**src/rtl/verimuldiv_pkg.sv**
```systemverilog
// verimuldiv_pkg: RV32M multiply/divide opcodes and decode helpers.
package verimuldiv_pkg;
    typedef logic [31:0] word_t;
    typedef enum logic [2:0] {
        MUL = 3'd0, MULH = 3'd1, MULHSU = 3'd2, MULHU = 3'd3,
        DIV = 3'd4, DIVU = 3'd5, REM = 3'd6, REMU = 3'd7
    } muldiv_fn_t;
    function automatic logic is_div(muldiv_fn_t fn);
        return fn[2];
    endfunction
    function automatic logic is_rem(muldiv_fn_t fn);
        return fn inside {REM, REMU};
    endfunction
    function automatic logic is_signed_a(muldiv_fn_t fn);
        return fn inside {MULH, MULHSU, DIV, REM};
    endfunction
    function automatic logic is_signed_b(muldiv_fn_t fn);
        return fn inside {MULH, DIV, REM};
    endfunction
    function automatic logic is_high(muldiv_fn_t fn);
        return fn inside {MULH, MULHSU, MULHU};
    endfunction
endpackage

```
**src/rtl/verimuldiv_step.sv**
```systemverilog
// verimuldiv_step: one radix-2 iteration, shift-add multiply or restoring divide.
module verimuldiv_step #(
    parameter int WIDTH = 32
) (
    input  logic             div,
    input  logic [WIDTH-1:0] hi,
    input  logic [WIDTH-1:0] lo,
    input  logic [WIDTH-1:0] d,
    output logic [WIDTH-1:0] hi_n,
    output logic [WIDTH-1:0] lo_n
);
    logic [WIDTH:0] sum, shifted, diff;
    assign sum     = {1'b0, hi} + {1'b0, (lo[0] ? d : {WIDTH{1'b0}})};
    // hi stays below d, so the shifted partial remainder fits WIDTH+1 bits
    assign shifted = {hi, lo[WIDTH-1]};
    assign diff    = shifted - {1'b0, d};
    assign hi_n    = div ? (diff[WIDTH] ? shifted[WIDTH-1:0] : diff[WIDTH-1:0]) : sum[WIDTH:1];
    assign lo_n    = div ? {lo[WIDTH-2:0], ~diff[WIDTH]} : {sum[0], lo[WIDTH-1:1]};
endmodule

```
**src/rtl/verimuldiv.sv**
```systemverilog
// verimuldiv: iterative RV32M multiply/divide unit, one bit per cycle, valid/ready in, pulse out.
module verimuldiv
    import verimuldiv_pkg::*;
#(
    parameter int WIDTH = $bits(word_t)
) (
    input  logic             clk,
    input  logic             reset,
    input  logic             valid_in,
    output logic             ready_out,
    input  logic [2:0]       fn,
    input  logic [WIDTH-1:0] a,
    input  logic [WIDTH-1:0] b,
    output logic             valid_out,
    output logic [WIDTH-1:0] r
);
    localparam int CW = $clog2(WIDTH + 1);
    typedef enum logic [1:0] {IDLE, RUN, DONE} state_t;
    state_t state, state_n;
    muldiv_fn_t op, fn_in;
    logic [CW-1:0] cnt;
    logic [WIDTH-1:0] hi, lo, d, hi_n, lo_n, abs_a, abs_b, special_r, quo, rem, result;
    logic [2*WIDTH-1:0] prod, prod_fix;
    logic neg_q, neg_r, sa, sb, accept, b_zero, ovf, special, last;
    assign fn_in     = muldiv_fn_t'(fn);
    assign ready_out = state == IDLE;
    assign valid_out = state == DONE;
    assign accept    = valid_in && ready_out;
    assign sa        = is_signed_a(fn_in) && a[WIDTH-1];
    assign sb        = is_signed_b(fn_in) && b[WIDTH-1];
    assign abs_a     = sa ? -a : a;
    assign abs_b     = sb ? -b : b;
    assign b_zero    = b == '0;
    assign ovf       = fn_in inside {DIV, REM} && a == {1'b1, {(WIDTH-1){1'b0}}} && &b;
    assign special   = is_div(fn_in) && (b_zero || ovf);
    assign special_r = b_zero ? (is_rem(fn_in) ? a : '1) : (is_rem(fn_in) ? '0 : a);
    assign last      = cnt == CW'(WIDTH - 1);
    verimuldiv_step #(.WIDTH(WIDTH)) u_step (
        .div(is_div(op)), .hi(hi), .lo(lo), .d(d), .hi_n(hi_n), .lo_n(lo_n)
    );
    // final sign fix-up is taken straight off the last step so DONE lands WIDTH cycles after RUN starts
    assign prod     = {hi_n, lo_n};
    assign prod_fix = neg_q ? -prod : prod;
    assign quo      = neg_q ? -lo_n : lo_n;
    assign rem      = neg_r ? -hi_n : hi_n;
    assign result   = is_div(op) ? (is_rem(op) ? rem : quo)
                                 : (is_high(op) ? prod_fix[2*WIDTH-1:WIDTH] : prod_fix[WIDTH-1:0]);
    always_comb begin
        state_n = state;
        if (state == IDLE && accept) state_n = special ? DONE : RUN;
        else if (state == RUN && last) state_n = DONE;
        else if (state == DONE) state_n = IDLE;
    end
    always_ff @(posedge clk or posedge reset)
        if (reset) state <= IDLE;
        else state <= state_n;
    always_ff @(posedge clk or posedge reset) begin
        if (reset) begin
            op    <= MUL;
            neg_q <= 1'b0;
            neg_r <= 1'b0;
            hi    <= '0;
            lo    <= '0;
            d     <= '0;
            cnt   <= '0;
            r     <= '0;
        end else if (accept) begin
            op    <= fn_in;
            neg_q <= sa ^ sb;
            neg_r <= sa;
            hi    <= '0;
            lo    <= is_div(fn_in) ? abs_a : abs_b;
            d     <= is_div(fn_in) ? abs_b : abs_a;
            cnt   <= '0;
            if (special) r <= special_r;
        end else if (state == RUN) begin
            hi  <= hi_n;
            lo  <= lo_n;
            cnt <= cnt + 1'b1;
            if (last) r <= result;
        end
    end
endmodule
```
**config.mk**
```make
export PLATFORM = sky130hd
export DESIGN_NAME = verimuldiv
export DESIGN_NICKNAME = d
export VERILOG_FILES = /design/src/rtl/verimuldiv_pkg.sv /design/src/rtl/verimuldiv_step.sv /design/src/rtl/verimuldiv.sv
export SDC_FILE = /design/constraint.sdc
export NUM_CORES = 1
export LEC_CHECK = 0
export CAP_MARGIN = 20
export CELL_PAD_IN_SITES_DETAIL_PLACEMENT = 2
export CELL_PAD_IN_SITES_GLOBAL_PLACEMENT = 2
export CORE_UTILIZATION = 32
export CTS_CLUSTER_SIZE = 20
export DETAILED_ROUTE_END_ITERATION = 10
export PLACE_DENSITY = 0.81
export SLEW_MARGIN = 15
export SYNTH_ARGS = -nofsm -noshare
export SYNTH_HDL_FRONTEND = slang
export SYNTH_SLANG_ARGS = --single-unit
```
**constraint.sdc**
```tcl
create_clock -name clk -period 5 [get_ports clk]
set_input_delay 1 -clock clk [delete_from_list [all_inputs] [get_ports clk]]
set_output_delay 1 -clock clk [all_outputs]
set_load 0.02 [all_outputs]
```
# Yosys cells after proc, flatten, opt, wreduce, memory -nomap -nowiden
# Index checks and enable logic that the tools add are counted.
[word_totals] wordCells=87 ff_bits=141
[classes] reduce_logical=22 mux=31 n_addsub=8 bitwise_logic=2 n_eq_ne=15
[ops] op="$mux 32" n=24
[ops] op="$neg 32->32" n=4
[ops] op="$mux 64" n=1
[ops] op="$neg 64->64" n=1
[ops] op="$add 32x32->33" n=1
[ops] op="$sub 33x32->33" n=1
[ops] op="$eq 32x32->1 const B" n=1
[ops] op="$logic_not 32->1" n=1
[ops] op="$reduce_and 32->1" n=1
[ops] op="$eq 3x3->1 const B" n=5
[ops] op="$mux 6" n=2
[ops] op="$reduce_bool 2->1" n=5
[ops] op="$eq 3x2->1 const B" n=3
[ops] op="$reduce_bool 3->1" n=3
[ops] op="$logic_and 1x1->1" n=8
[ops] op="$mux 2" n=4
[ops] op="$add 6x1->6 const B" n=1
[ops] op="$eq 3x1->1 const B" n=2
[ops] op="$eq 6x5->1 const B" n=1
[ops] op="$reduce_bool 4->1" n=1
[ops] op="$reduce_and 3->1" n=1
[ops] op="$eq 2x1->1 const B" n=1
[ops] op="$eq 2x2->1 const B" n=1
[ops] op="$logic_not 2->1" n=1
[ops] op="4 further kinds" n=4

# Logic depth before layout (Yosys ltp)
[logic_depth] word_depth=10 depth_mapped=25 depth_no_buf=24

# Hierarchy
# From an unflattened synthesis, not the netlist that was laid out.
[hier_totals] hier_cells=2181 area_unflattened_um2=16125.5
[modules_own_cells] mod="verimuldiv" seq_area_each_um2=3528.4 n_inst=1 area_per_inst_um2=11422.2 cells_per_inst=1499
[modules_own_cells] mod="verimuldiv_step" seq_area_each_um2=0.0 n_inst=1 area_per_inst_um2=4703.3 cells_per_inst=682

# Least setup slack after synthesis
# Ideal clock, no wire load.
[synth_path] kind="flip-flop to flip-flop" startpoint="register hi[25]" endpoint="register r[30]" arrival_ns=5.238 n_path_buf=2 setup_time_ns=0.118 required_time_ns=4.882 period_less_slack_ns=5.356 path_stages_with_launch=25 setup_slack_ns=-0.356 cell_sequence="dfrtp_1 ha_1 buf_2 nand4_2 or3_4 o32a_1 nand3_1 o21ba_4 xnor2_4 nor2_4 clkbuf_1 a21oi_1 ha_1 o211ai_1 nor4_1 nand3_1 or2_2 o31ai_1 a21boi_0 xor2_1 a21oi_1 nand2b_1 a221oi_2 o21ai_0 a21o_1"
[synth_between] elab_chain_len=10
[synth_lines] element="start: declaration" line="verimuldiv.sv:22" text="logic [WIDTH-1:0] hi, lo, d, hi_n, lo_n, abs_a, abs_b, special_r, quo, rem, result;"
[synth_lines] element="start signal: assignment" line="verimuldiv.sv:77" text="hi <= hi_n;"
[synth_lines] element="$sub 33x32->33" line="verimuldiv_step.sv:16" text="assign diff = shifted - {1'b0, d};"
[synth_lines] element="$mux 32 or $not 1->1 (tied branches)" line="verimuldiv_step.sv:17, verimuldiv_step.sv:18"
[synth_lines] element="$mux 32, on equally long branches" line="verimuldiv_step.sv:17, verimuldiv_step.sv:18"
[synth_lines] element="$neg 64->64 (tied with other cells)" line="verimuldiv.sv:43" text="assign prod_fix = neg_q ? -prod : prod;"
[synth_lines] element="$mux 64 (tied with other cells)" line="verimuldiv.sv:43"
[synth_lines] element="$mux 32, on equally long branches" line="verimuldiv.sv:47, verimuldiv.sv:46"
[synth_lines] element="$mux 32 (*)" line="verimuldiv.sv:46" text="assign result = is_div(op) ? (is_rem(op) ? rem : quo)"
[synth_lines] element="$mux 32 (*)" line="verimuldiv.sv:80" text="if (last) r <= result;"
[synth_lines] element="$mux 32 (*)" line="verimuldiv.sv:76" text="end else if (state == RUN) begin"
[synth_lines] element="$mux 32 (*)" line="verimuldiv.sv:67" text="end else if (accept) begin"
[synth_lines] element="end signal: assignment" line="verimuldiv.sv:75" text="if (special) r <= special_r;"
[synth_lines] element="end signal: assignment" line="verimuldiv.sv:80"
[synth_lines] element="end: declaration" line="verimuldiv.sv:15" text="output logic [WIDTH-1:0] r"
# Every way passes the cells marked *; elsewhere a longest branch is shown, timed or not. The select of a mux whose other input is x is not followed.
# A chain may end at the register's enable or synchronous reset.

# Final worst setup path
[layout_path] startpoint="register lo[0]" endpoint="register r[28]"
[layout_between] elab_chain_len=10
[layout_lines] element="start: declaration" line="verimuldiv.sv:22"
[layout_lines] element="start signal: assignment" line="verimuldiv.sv:72" text="lo <= is_div(fn_in) ? abs_a : abs_b;"
[layout_lines] element="start signal: assignment" line="verimuldiv.sv:78" text="lo <= lo_n;"
[layout_lines] element="$mux 32" line="verimuldiv_step.sv:13" text="assign sum = {1'b0, hi} + {1'b0, (lo[0] ? d : {WIDTH{1'b0}})};"
[layout_lines] element="$add 32x32->33" line="verimuldiv_step.sv:13"
[layout_lines] element="$mux 32, on equally long branches" line="verimuldiv_step.sv:18, verimuldiv_step.sv:17"
[layout_lines] element="$neg 64->64 or $neg 32->32 (tied branches)" line="verimuldiv.sv:43, verimuldiv.sv:45"
[layout_lines] element="$mux 64 or $mux 32 (tied branches)" line="verimuldiv.sv:43, verimuldiv.sv:45"
[layout_lines] element="$mux 32, on equally long branches" line="verimuldiv.sv:47, verimuldiv.sv:46"
[layout_lines] element="$mux 32 (*)" line="verimuldiv.sv:46"
[layout_lines] element="$mux 32 (*)" line="verimuldiv.sv:80"
[layout_lines] element="$mux 32 (*)" line="verimuldiv.sv:76"
[layout_lines] element="$mux 32 (*)" line="verimuldiv.sv:67"
# Marks and branches as above.

==> flow_summary.json <==
{
  "clock_sink_total": 141,
  "hold_depth": 2,
  "postRouteAntennaNets": 0,
  "final_min_period_over_clock_period_pct": 100.8,
  "max_slew.worst_pin.slew_ns": 1.057,
  "cp-start-kind": "register",
  "violations": "negative setup slack",
  "crit-reg2reg-launch": "lo[0]",
  "site_rows": 81,
  "drc": 0,
  "power.share.combinational_pct": 13.9,
  "post_synth_most_frequent_cells": "sky130_fd_sc_hd__nand2_1, sky130_fd_sc_hd__a21oi_1, sky130_fd_sc_hd__nor2_1",
  "total_die_area_sq_mm": 0.05137,
  "design.core.area_sq_mm": 0.04936,
  "setup-tns-final_ns": -0.04152,
  "commonest_register_cell_after_synthesis": "sky130_fd_sc_hd__dfrtp_1",
  "net-switching-power_uw": 808.1,
  "netlist.top_cell.by_area": "sky130_fd_sc_hd__dfrtp_1",
  "power_switching_share_pct": 29.11,
  "cts_hold_buffers": 0,
  "final-seq-area_sq_mm": 0.003535,
  "clock_power_share_pct": 45.1,
  "critical_path_arrival_ns": 5.38,
  "leakage_nw": 8.010,
  "finish.instance_area_sq_mm": 0.01995,
  "grt_use_met2_pct": 56.67,
  "top_level_ports": 104,
  "first_pass_grt_wire_length_microns": 129200,
  "clock_latency_ns": 0.47,
  "cts_buffers": 17,
  "detail_route.iter0.violations": 1484,
  "netlist_area_sq_mm": 0.01615,
  "cts.htree.levels": 4,
  "r2r_setup_slack_ns": -0.04,
  "tritoncts": "yes",
  "synth_fp_nets": 2358,
  "p_total_mw": 2.776,
  "finalSetupViolCount": 1,
  "postSynthCellCount": 2216,
  "post_route_cells_drive_above_1_share_pct": 14.93,
  "run_status": "complete, but fails checks",
  "min_path_type": "register to register",
  "timing.max_cap.violations": 0,
  "clk_transition_reported_paths_ns": 0.07,
  "post_synth_main_area_contributors": "sky130_fd_sc_hd__dfrtp_1, sky130_fd_sc_hd__nand2_1, sky130_fd_sc_hd__a21oi_1",
  "final_cells": 3079,
  "num-fill-cells": 5729,
  "internal_power_mw": 1.968,
  "grt_max_degree": 82,
  "fin_nets": 2544,
  "total_count_of_hold_check_failures_in_the_final_report": 0,
  "cp-end-kind": "register",
  "top_fanout_value_on_the_critical_path": 20,
  "critPathRequiredTime_ns": 5.34,
  "io_buffer_count": 103,
  "floorplan.die.height_microns": 226.6,
  "grt_util_met1_pct": 41.70,
  "vias_in_the_first_global_route": 20180,
  "area.growth.synth_to_final_pct": 23.55,
  "synth_enable_flop_cells": 0,
  "die_w_microns": 226.6,
  "timing.final.ws_setup_ns": -0.04152,
  "groute.layer.met3.usage_pct": 5.378,
  "ys_types": 101,
  "initial_utilization_pct": 32.72,
  "gpl.final_weighted_congestion": 1.020,
  "multi_input_comb_area_sq_mm": 0.01222,
  "grt-ovfl-total": 0,
  "max-slew-margin-rel_pct": 29.54,
  "synthMostInstantiatedCell": "sky130_fd_sc_hd__nand2_1",
  "viasPerCell": 6.227,
  "dr.pass1.iters": 6,
  "cts.path.max_buffers": 2,
  "holdCritStartpoint": "r[5]",
  "ir_worst_vdd_uv": 255.8,
  "placed_cells": 3031,
  "busiest_layer": "met2",
  "min_to": "r[5]",
  "detailedPlacementHpwl_microns": 69020,
  "max_clock_freq_mhz": 198.4,
  "ff2ff_path_depth": 16,
  "clock-skew-final_ns": 0.01184,
  "synth_async_sr_flop_share_pct": 100.0,
  "finalWirelength_microns": 88800,
  "power_density_mw_per_mm2": 139.2,
  "yosysWarnings": 0,
  "gr-usage-all-layers_pct": 33.81,
  "antenna_found_initial": 9,
  "period_needed_ns": 5.042,
  "pre_cts_ws_ns": -0.1486,
  "path_class": "register to register",
  "number_of_flip_flops_and_latches_in_the_synthesized_netlist": 141,
  "seq_power_share_pct": 41.1,
  "synth_top_area_share_pct": 21.85,
  "synth.yosys.seq_area_share_pct": 21.85,
  "routedWlPerCell_microns": 28.84,
  "setup_repair_after_global_routing_missed_its_margin": "yes",
  "crit-reg2reg-capture": "r[28]",
  "postSynthAreaPerCell_sq_um": 7.287,
  "layout.core_utilization_pct": 40.42,
  "clk_root_buffer_cell": "sky130_fd_sc_hd__clkbuf_16",
  "dp_area_sq_mm": 0.01891,
  "report.final.slew_viol_count": 0,
  "whs_ns": 0.5061,
  "routed-via-count": 19170
}
final cells by class:
class / count / share of cell area [%]
repair buffers: 305 / 12.94
clock buffers: 22 / 2.327
flip-flops and latches: 141 / 17.72
inverters: 63 / 1.210
diodes: 3 / 0.03763
clock inverters: 7 / 0.3386
multi-input cells: 1874 / 61.26
well taps: 664 / 4.164
placed cells by master (no fill, tap or decap), types with 8 or more instances in the layout:
master / synthesis / layout
sky130_fd_sc_hd__o21a_1: 12 / 12
sky130_fd_sc_hd__and3_1: 11 / 11
sky130_fd_sc_hd__or3_1: 24 / 22
sky130_fd_sc_hd__nor4_1: 25 / 22
sky130_fd_sc_hd__nand2_1: 280 / 275
sky130_fd_sc_hd__o31ai_1: 41 / 40
sky130_fd_sc_hd__nor2_1: 205 / 202
sky130_fd_sc_hd__a21o_1: 26 / 26
sky130_fd_sc_hd__a221oi_1: 15 / 12
sky130_fd_sc_hd__ha_4: 0 / 13
sky130_fd_sc_hd__nand3_1: 74 / 72
sky130_fd_sc_hd__nor3_1: 66 / 63
sky130_fd_sc_hd__dfrtp_1: 141 / 138
sky130_fd_sc_hd__mux2i_1: 51 / 50
sky130_fd_sc_hd__a21oi_2: 1 / 8
sky130_fd_sc_hd__nor2b_1: 19 / 18
sky130_fd_sc_hd__or2_2: 10 / 9
sky130_fd_sc_hd__a211oi_1: 17 / 14
sky130_fd_sc_hd__and2_1: 41 / 39
sky130_fd_sc_hd__buf_4: 2 / 200
sky130_fd_sc_hd__o211ai_1: 43 / 43
sky130_fd_sc_hd__a21oi_1: 205 / 198
sky130_fd_sc_hd__clkdlybuf4s50_1: 0 / 102
sky130_fd_sc_hd__nand4_1: 33 / 33
sky130_fd_sc_hd__mux2_2: 14 / 14
sky130_fd_sc_hd__o21ai_0: 192 / 188
sky130_fd_sc_hd__xor2_1: 73 / 73
sky130_fd_sc_hd__nand2b_1: 14 / 13
sky130_fd_sc_hd__o221ai_1: 29 / 29
sky130_fd_sc_hd__clkbuf_16: 0 / 17
sky130_fd_sc_hd__xnor2_1: 101 / 101
sky130_fd_sc_hd__a31oi_1: 40 / 39
sky130_fd_sc_hd__inv_1: 62 / 58
sky130_fd_sc_hd__ha_1: 70 / 52
timing repair:
action	4_1_cts	5_1_grt
setup endpoints to repair	8	20
resized for setup	13	59
pin swaps	4	23
setup buffers	3	13
worst max-delay path: stages (launching register included):
cell and delay, ns:
sky130_fd_sc_hd__dfrtp_1 0.43, sky130_fd_sc_hd__buf_4 0.22, sky130_fd_sc_hd__buf_4 0.20, sky130_fd_sc_hd__and2_1 0.18, sky130_fd_sc_hd__ha_1 0.38, sky130_fd_sc_hd__a21oi_1 0.48, sky130_fd_sc_hd__o21ai_0 0.34, sky130_fd_sc_hd__or3_1 0.40
sky130_fd_sc_hd__o22ai_2 0.32, sky130_fd_sc_hd__xnor2_1 0.19, sky130_fd_sc_hd__nor2_1 0.11, sky130_fd_sc_hd__a21oi_1 0.35, sky130_fd_sc_hd__nand3_1 0.22, sky130_fd_sc_hd__nor3_1 0.48, sky130_fd_sc_hd__a21oi_1 0.15, sky130_fd_sc_hd__o31ai_1 0.33
sky130_fd_sc_hd__nand3_1 0.11
registers in the layout, summed over array words and instances, names as in the netlist:
name	count
cnt	6
neg_q	1
hi	32
r	32
op	3
d	32
neg_r	1
state	2
lo	32
logic make-up after synthesis:
kind of cell | after synthesis | share of synthesized area (%)
AO/OA/AOI/OAI | 712 | 28.20
XOR/XNOR | 176 | 9.778
adder cells (fa/ha/maj) | 73 | 5.734
buffers and inverters | 201 | 5.098
flip-flops | 141 | 21.85
multiplexers | 67 | 4.370
AND/OR/NAND/NOR | 846 | 24.97
power by group through the flow:
stage	combinational [mW]	sequential, mW	clock, mW
6_report	0.385	1.14	1.25
5_1_grt	0.406	1.14	1.29
4_1_cts	0.381	1.14	1.25
3_5_place_dp	0.380	1.16	0
3_3_place_gp	0.368	1.16	0
2_1_floorplan	0.165	1.16	0
worst max-delay path by stage:
stage                start    end  slack, ns  depth (start not counted)
detailed placement   d[27]   r[6]      -0.15                         22
floorplan           hi[25]  r[30]      0.001                         24
CTS                  d[23]  r[14]     0.0007                         25
finish               lo[0]  r[28]      -0.04                         16
global route        hi[30]  r[30]      -0.17                         24
global placement     d[19]  r[20]       0.11                         20
per-layer routing:
layer	vias up	wire (microns)
met5	-	39
li1	8458	-
met4	6	4837
met2	726	42390
met3	264	5649
met1	9718	35880
(Power assumes the default switching activity.)
